--- src/rtl/jk_reg_pkg.sv ---
// Shared definitions for the JK-based universal register: mode encoding and widths.
package jk_reg_pkg;

    // Width of the operation-select field
    localparam int MODE_W = 3;

    // Operation modes; the numeric values are the external mode encoding
    typedef enum logic [MODE_W-1:0] {
        MODE_HOLD   = 3'd0,
        MODE_LOAD   = 3'd1,
        MODE_SHL    = 3'd2,
        MODE_SHR    = 3'd3,
        MODE_INC    = 3'd4,
        MODE_DEC    = 3'd5,
        MODE_TOGGLE = 3'd6,
        MODE_CLEAR  = 3'd7
    } mode_e;

    // J/K drive that moves a cell from its current value to the wanted value.
    // Only set, reset or hold is ever requested, so j and k are never both 1.
    function automatic logic [1:0] jk_drive(input logic next_bit, input logic cur_bit);
        logic j;
        logic k;
        j = next_bit & ~cur_bit;
        k = ~next_bit & cur_bit;
        return {j, k};
    endfunction

endpackage

--- src/rtl/jk_cell.sv ---
// Single JK flip-flop with asynchronous active-low reset to a per-cell value.
module jk_cell (
    input  logic clk,
    input  logic rst,
    input  logic j,
    input  logic k,
    input  logic rst_val,
    output logic q
);

    // JK truth table: 00 hold, 01 reset, 10 set, 11 toggle
    always_ff @(posedge clk or negedge rst) begin
        if (!rst) begin
            q <= rst_val;
        end else begin
            case ({j, k})
                2'b00:   q <= q;
                2'b01:   q <= 1'b0;
                2'b10:   q <= 1'b1;
                default: q <= ~q;
            endcase
        end
    end

endmodule

--- src/rtl/jk_universal_register.sv ---
// WIDTH-bit universal register (hold/load/shift/count/toggle/clear) built
// from JK cells; each cell is driven towards a combinationally chosen next state.
module jk_universal_register
    import jk_reg_pkg::*;
#(
    parameter int               WIDTH       = 8,
    parameter logic [WIDTH-1:0] RESET_VALUE = '0
) (
    input  logic              clk,
    input  logic              rst,
    input  logic              en,
    input  logic [MODE_W-1:0] mode,
    input  logic [WIDTH-1:0]  d,
    input  logic              ser_in,
    output logic [WIDTH-1:0]  q,
    output logic              ser_out,
    output logic              tc
);

    localparam logic [WIDTH-1:0] ONE = WIDTH'(1);

    mode_e            mode_sel;
    logic [WIDTH-1:0] next_q;
    logic [WIDTH-1:0] j;
    logic [WIDTH-1:0] k;
    logic [WIDTH-1:0] shl_val;
    logic [WIDTH-1:0] shr_val;

    assign mode_sel = mode_e'(mode);

    // Shift values built bit by bit so that WIDTH = 1 collapses to ser_in
    always_comb begin
        shl_val    = '0;
        shr_val    = '0;
        shl_val[0] = ser_in;
        shr_val[WIDTH-1] = ser_in;
        for (int i = 1; i < WIDTH; i++) begin
            shl_val[i]   = q[i-1];
            shr_val[i-1] = q[i];
        end
    end

    // Next-state multiplexer; en = 0 holds regardless of mode
    always_comb begin
        next_q = q;
        if (en) begin
            case (mode_sel)
                MODE_HOLD:   next_q = q;
                MODE_LOAD:   next_q = d;
                MODE_SHL:    next_q = shl_val;
                MODE_SHR:    next_q = shr_val;
                MODE_INC:    next_q = q + ONE;
                MODE_DEC:    next_q = q - ONE;
                MODE_TOGGLE: next_q = q ^ d;
                MODE_CLEAR:  next_q = '0;
                default:     next_q = q;
            endcase
        end
    end

    // Per-bit J/K derivation from the requested transition
    always_comb begin
        j = '0;
        k = '0;
        for (int i = 0; i < WIDTH; i++) begin
            {j[i], k[i]} = jk_drive(next_q[i], q[i]);
        end
    end

    // Storage: one JK cell per bit, each reset to its bit of RESET_VALUE
    for (genvar gi = 0; gi < WIDTH; gi++) begin : g_cell
        jk_cell u_cell (
            .clk     (clk),
            .rst     (rst),
            .j       (j[gi]),
            .k       (k[gi]),
            .rst_val (RESET_VALUE[gi]),
            .q       (q[gi])
        );
    end

    // Serial output: the bit about to leave in the active shift direction;
    // forced low while reset is asserted
    always_comb begin
        ser_out = 1'b0;
        if (rst && en) begin
            if (mode_sel == MODE_SHL) begin
                ser_out = q[WIDTH-1];
            end else if (mode_sel == MODE_SHR) begin
                ser_out = q[0];
            end
        end
    end

    // Terminal count: flags the cycle in which the counter wraps
    always_comb begin
        tc = 1'b0;
        if (rst && en) begin
            if (mode_sel == MODE_INC) begin
                tc = &q;
            end else if (mode_sel == MODE_DEC) begin
                tc = ~|q;
            end
        end
    end

endmodule
--- config.mk ---
export PLATFORM = sky130hd
export DESIGN_NAME = jk_universal_register
export DESIGN_NICKNAME = d
export VERILOG_FILES = /design/src/rtl/jk_reg_pkg.sv /design/src/rtl/jk_cell.sv /design/src/rtl/jk_universal_register.sv
export SDC_FILE = /design/constraint.sdc
export NUM_CORES = 1
export LEC_CHECK = 0
export ABC_AREA = 1
export CAP_MARGIN = 20
export CORE_ASPECT_RATIO = 1.5
export CORE_MARGIN = 5
export CORE_UTILIZATION = 54
export DETAILED_ROUTE_END_ITERATION = 7
export PLACE_DENSITY = 0.81
export SYNTH_ARGS = -nofsm -noshare
export SYNTH_HDL_FRONTEND = slang
export SYNTH_SLANG_ARGS = --single-unit
export TNS_END_PERCENT = 30
--- constraint.sdc ---
create_clock -name clk -period 2.2 [get_ports clk]
set_input_delay 0.44 -clock clk [delete_from_list [all_inputs] [get_ports clk]]
set_output_delay 0.44 -clock clk [all_outputs]
set_load 0.02 [all_outputs]
==> run_summary.xml <==
<?xml version="1.0" encoding="UTF-8"?>
<metrics>
  <group name="status">
    <metric name="run_status" unit="">complete, but fails checks</metric>
    <metric name="failing_checks" unit="">setup timing</metric>
  </group>
  <group name="power">
    <metric name="power.switching" unit="W">0.00138</metric>
    <metric name="power_density" unit="nW/um2">1200</metric>
    <metric name="p_int" unit="W">0.00136</metric>
    <metric name="seq_power_share" unit="%">10.5</metric>
    <metric name="irDropWorstVdd" unit="V">0.00106</metric>
    <metric name="p_clk_share" unit="%">7.0</metric>
    <metric name="p_leak" unit="nW">1.12</metric>
    <metric name="comb_power_share" unit="%">82.5</metric>
    <metric name="power_switching_share" unit="%">50.4</metric>
  </group>
  <group name="drt">
    <metric name="postRouteWirelength" unit="um">5820</metric>
    <metric name="detail_route.drc_violations" unit="">0</metric>
    <metric name="route.layer.met1.wl" unit="um">2020</metric>
    <metric name="total_length_of_routed_met3_wires" unit="um">428</metric>
    <metric name="highest-signal-layer" unit="">met4</metric>
    <metric name="route.vias.total" unit="">2027</metric>
    <metric name="wire_per_inst" unit="um">17.2</metric>
    <metric name="drtIter0Drc" unit="">182</metric>
    <metric name="detailed_routing_iterations_pass_1" unit="">6</metric>
    <metric name="met2RoutedLength" unit="um">3000</metric>
    <metric name="detail_route.vias_per_cell" unit="">6.00</metric>
    <metric name="postRouteAntennaNets" unit="">0</metric>
  </group>
  <group name="clock_network">
    <metric name="tritoncts" unit="">done</metric>
    <metric name="ctsHoldBuffers" unit="">0</metric>
    <metric name="cts_inserted_buffers" unit="">3</metric>
    <metric name="cts.htree.levels" unit="">1</metric>
    <metric name="clock_sinks" unit="">8</metric>
    <metric name="clkLatencyLatePin" unit="ns">0.24</metric>
    <metric name="clock_path_buffers" unit="">2</metric>
    <metric name="cts_root_buffer" unit="">sky130_fd_sc_hd__clkbuf_8</metric>
    <metric name="clk_pin_slew" unit="ns">0.05</metric>
  </group>
  <group name="sta">
    <metric name="timing.clock.skew" unit="ns">0.00293</metric>
    <metric name="final_period_minus_worst_setup_slack" unit="ns">2.20</metric>
    <metric name="max_clock_freq" unit="GHz">0.454</metric>
    <metric name="final_setup_violation_count" unit="">1</metric>
    <metric name="timing.final.crit_share" unit="%">100</metric>
    <metric name="timing.slew.headroom" unit="%">70.6</metric>
    <metric name="hold_viol_final" unit="">0</metric>
    <metric name="postLayoutSetupSlackWorst" unit="ns">-0.000612</metric>
    <metric name="worst_hold_slack" unit="ns">0.557</metric>
    <metric name="tightestPinTransition" unit="ns">0.438</metric>
    <metric name="finalMaxSlewViolations" unit="">0</metric>
    <metric name="rsz_0062_raised_after_global_routing" unit="">yes</metric>
  </group>
  <group name="synthesis">
    <metric name="yosys-mux-area-fraction" unit="%">0</metric>
    <metric name="post_synth_and_or_nand_nor_area_fraction" unit="%">35.2</metric>
    <metric name="synthArstFlopShare" unit="%">100</metric>
    <metric name="ys_top_cells_by_area" unit="">sky130_fd_sc_hd__ha_1, sky130_fd_sc_hd__nand2_1, sky130_fd_sc_hd__dfrtp_1</metric>
    <metric name="seq_cells_post_synth" unit="">8</metric>
    <metric name="synthesis.nets" unit="">262</metric>
    <metric name="synth_compound_gate_area_share" unit="%">20.6</metric>
    <metric name="syn-instance-count" unit="">230</metric>
    <metric name="post_synth.cell_area_avg" unit="um2">6.56</metric>
    <metric name="synth_enable_flop_cells" unit="">0</metric>
    <metric name="synthDominantCellAreaShare" unit="%">14.1</metric>
    <metric name="synth.yosys.seq_area_share" unit="%">13.3</metric>
    <metric name="largest_family_of_logic_cells_by_synthesized_area" unit="">simple AND/OR/NAND/NOR gates</metric>
    <metric name="synth_xor_xnor_area_share" unit="%">2.32</metric>
    <metric name="synth_top_flop_cell" unit="">sky130_fd_sc_hd__dfrtp_1</metric>
    <metric name="yosys.area_share.adder" unit="%">14.1</metric>
    <metric name="synth_top_cell_by_area" unit="">sky130_fd_sc_hd__ha_1</metric>
    <metric name="synth_cell_type_count" unit="">42</metric>
    <metric name="synth.cell_area" unit="um2">1510</metric>
    <metric name="synth.yosys.warnings" unit="">0</metric>
  </group>
  <group name="cells_and_area">
    <metric name="finish.net_count" unit="">335</metric>
    <metric name="largest-register" unit="">g_cell.u_cell.q</metric>
    <metric name="mostFrequentLayoutCells" unit="">sky130_fd_sc_hd__buf_4, sky130_fd_sc_hd__nand2_1, sky130_fd_sc_hd__inv_1, sky130_fd_sc_hd__clkdlybuf4s50_1, sky130_fd_sc_hd__ha_1</metric>
    <metric name="layout_commonest_cell" unit="">sky130_fd_sc_hd__buf_4</metric>
    <metric name="fill_cells" unit="">144</metric>
    <metric name="area_growth" unit="%">51.2</metric>
    <metric name="layout_top_registers" unit="">g_cell.u_cell.q (8)</metric>
    <metric name="largest_register_ff_count" unit="">8</metric>
    <metric name="final_core_utilization" unit="%">85.2</metric>
    <metric name="drive_above_1_share" unit="%">37.2</metric>
    <metric name="diodes" unit="">0</metric>
  </group>
  <group name="floorplan">
    <metric name="total_core_area" unit="um2">2680</metric>
    <metric name="die-height" unit="um">74.7</metric>
    <metric name="floorplan.initialDensity" unit="%">56.4</metric>
    <metric name="ios" unit="">25</metric>
    <metric name="num_rows" unit="">23</metric>
    <metric name="floorplan.die_area" unit="um2">3970</metric>
    <metric name="die_w" unit="um">53.2</metric>
  </group>
  <group name="global_route">
    <metric name="globalRoute.totalOverflow" unit="">0</metric>
    <metric name="grt_start_max_net_pins" unit="">12</metric>
    <metric name="grtUsageTotal" unit="%">28.3</metric>
    <metric name="first_global_vias" unit="">1979</metric>
    <metric name="grt_antenna_before_repair" unit="">0</metric>
    <metric name="grt_pass1_wl" unit="um">8450</metric>
  </group>
  <group name="critical_path">
    <metric name="critical-path-max-stage-delay" unit="ns">0.54</metric>
    <metric name="critical_path_sink_type" unit="">flip-flop</metric>
    <metric name="crit_family" unit="">compound AO/OA/AOI/OAI gates</metric>
    <metric name="path_cells" unit="">clkdlybuf4s50_1 &gt; nand2_2 &gt; a21oi_1 &gt; o221ai_1 &gt; a21oi_1 &gt; nand2_2 &gt; o21ai_2 &gt; inv_2 &gt; ha_4 &gt; nor3_4 &gt; a21oi_2</metric>
    <metric name="worstPathRequired" unit="ns">2.33</metric>
    <metric name="crit_path_max_fanout" unit="">5</metric>
    <metric name="setup.worst_path.class" unit="">input pin to flip-flop</metric>
    <metric name="signal_arrival_time_at_the_worst_endpoint" unit="ns">2.33</metric>
    <metric name="timing.critical_path.buf_inv" unit="">2</metric>
    <metric name="crit-reg2reg-launch" unit="">g_cell[1].u_cell.q</metric>
    <metric name="start_kind" unit="">input pin</metric>
    <metric name="cpMaxStageDelayCell" unit="">sky130_fd_sc_hd__clkdlybuf4s50_1</metric>
    <metric name="timing.critical_path.from" unit="">en</metric>
  </group>
  <group name="placed_design">
    <metric name="detailedPlacementHpwl" unit="um">3740</metric>
    <metric name="place_worst_setup_slack" unit="ns">-0.622</metric>
    <metric name="place.port_buffers" unit="">24</metric>
    <metric name="final_gp_congestion" unit="">0.937</metric>
  </group>
  <group name="worst_hold_path">
    <metric name="min-delay-path-class" unit="">input pin to asynchronous set/reset pin</metric>
  </group>
  <group name="job">
    <metric name="maxCapViolCount" unit="">0</metric>
  </group>
</metrics>
[layout make-up]
type	count	area [um2]	area share, %
Clock buffer	3	41.3	1.81
Inverter	31	120	5.27
Multi-Input combinational cell	178	1210	52.9
Sequential cell	8	200	8.78
Tap cell	37	46.3	2.03
Timing Repair Buffer	81	667	29.2
[kinds of logic after synthesis]
| logic type | count (synthesis) |
|---|---|
| AOI/OAI and AO/OA | 48 |
| xor gates and xnor gates | 4 |
| adders and majority gates | 17 |
| buffers and inverters | 44 |
| DFF | 8 |
| and+or+nand+nor | 109 |
[metrics by stage]
step                cells   TNS (ns)  area, um2  total power, W
floorplan             230          0       1510         0.00146
global placement      328      -4.84       2070         0.00206
detailed placement    328      -5.37       2070         0.00213
CTS                   332    -0.0194       2170         0.00240
global route          338     -0.573       2280         0.00294
finish                338  -0.000612       2280         0.00274
[timing repair]
action | CTS | global route
cloned | 0 | 0
resized for setup | 21 | 30
pin swaps | 6 | 19
buffers inserted | 1 | 6
endpoints found under the setup margin | 10 | 10
[per-layer routing]
metal | vias to the layer above | GRT usage [%]
met3 | 48 | 3.17
li1 | 921 | -
met5 | - | 0
met2 | 132 | 51.4
met4 | 0 | 17.3
met1 | 926 | 30.6
[Yosys cell counts (all sizes together), types with 2 or more instances]
| cell | count |
|---|---|
| nand2 | 59 |
| dfrtp | 8 |
| nor3 | 11 |
| o221ai | 2 |
| xnor2 | 2 |
| inv | 29 |
| ha | 17 |
| nand4 | 4 |
| buf | 13 |
| a22oi | 4 |
| a21oi | 20 |
| nor2 | 12 |
| xor2 | 2 |
| nand3 | 20 |
| o21ai | 12 |
| clkinv | 2 |
[worst paths after layout]
| kind | endpoint | slack [ns] | cells after the start |
|---|---|---|---|
| min in group clk | g_cell[0].u_cell.q | 0.72 | 3 |
| worst max-delay path | g_cell[4].u_cell.q | -0.0006 | 11 |
| worst max register to register | g_cell[3].u_cell.q | 0.08 | 13 |
| worst min register to register | g_cell[0].u_cell.q | 0.72 | 3 |
| max in group asynchronous | g_cell[7].u_cell.q | 1.50 | 2 |
| worst min-delay path | g_cell[3].u_cell.q | 0.56 | 2 |
[power by group through the flow]
stage               Combinational (W)  Clock [W]  Sequential (W)
floorplan                     0.00112          0        0.000338
finish                        0.00226   0.000191        0.000287
global placement              0.00178          0        0.000272
detailed placement            0.00185          0        0.000275
CTS                           0.00195   0.000183        0.000273
global route                  0.00245   0.000190        0.000294
Power figures use the tool's default switching activity.
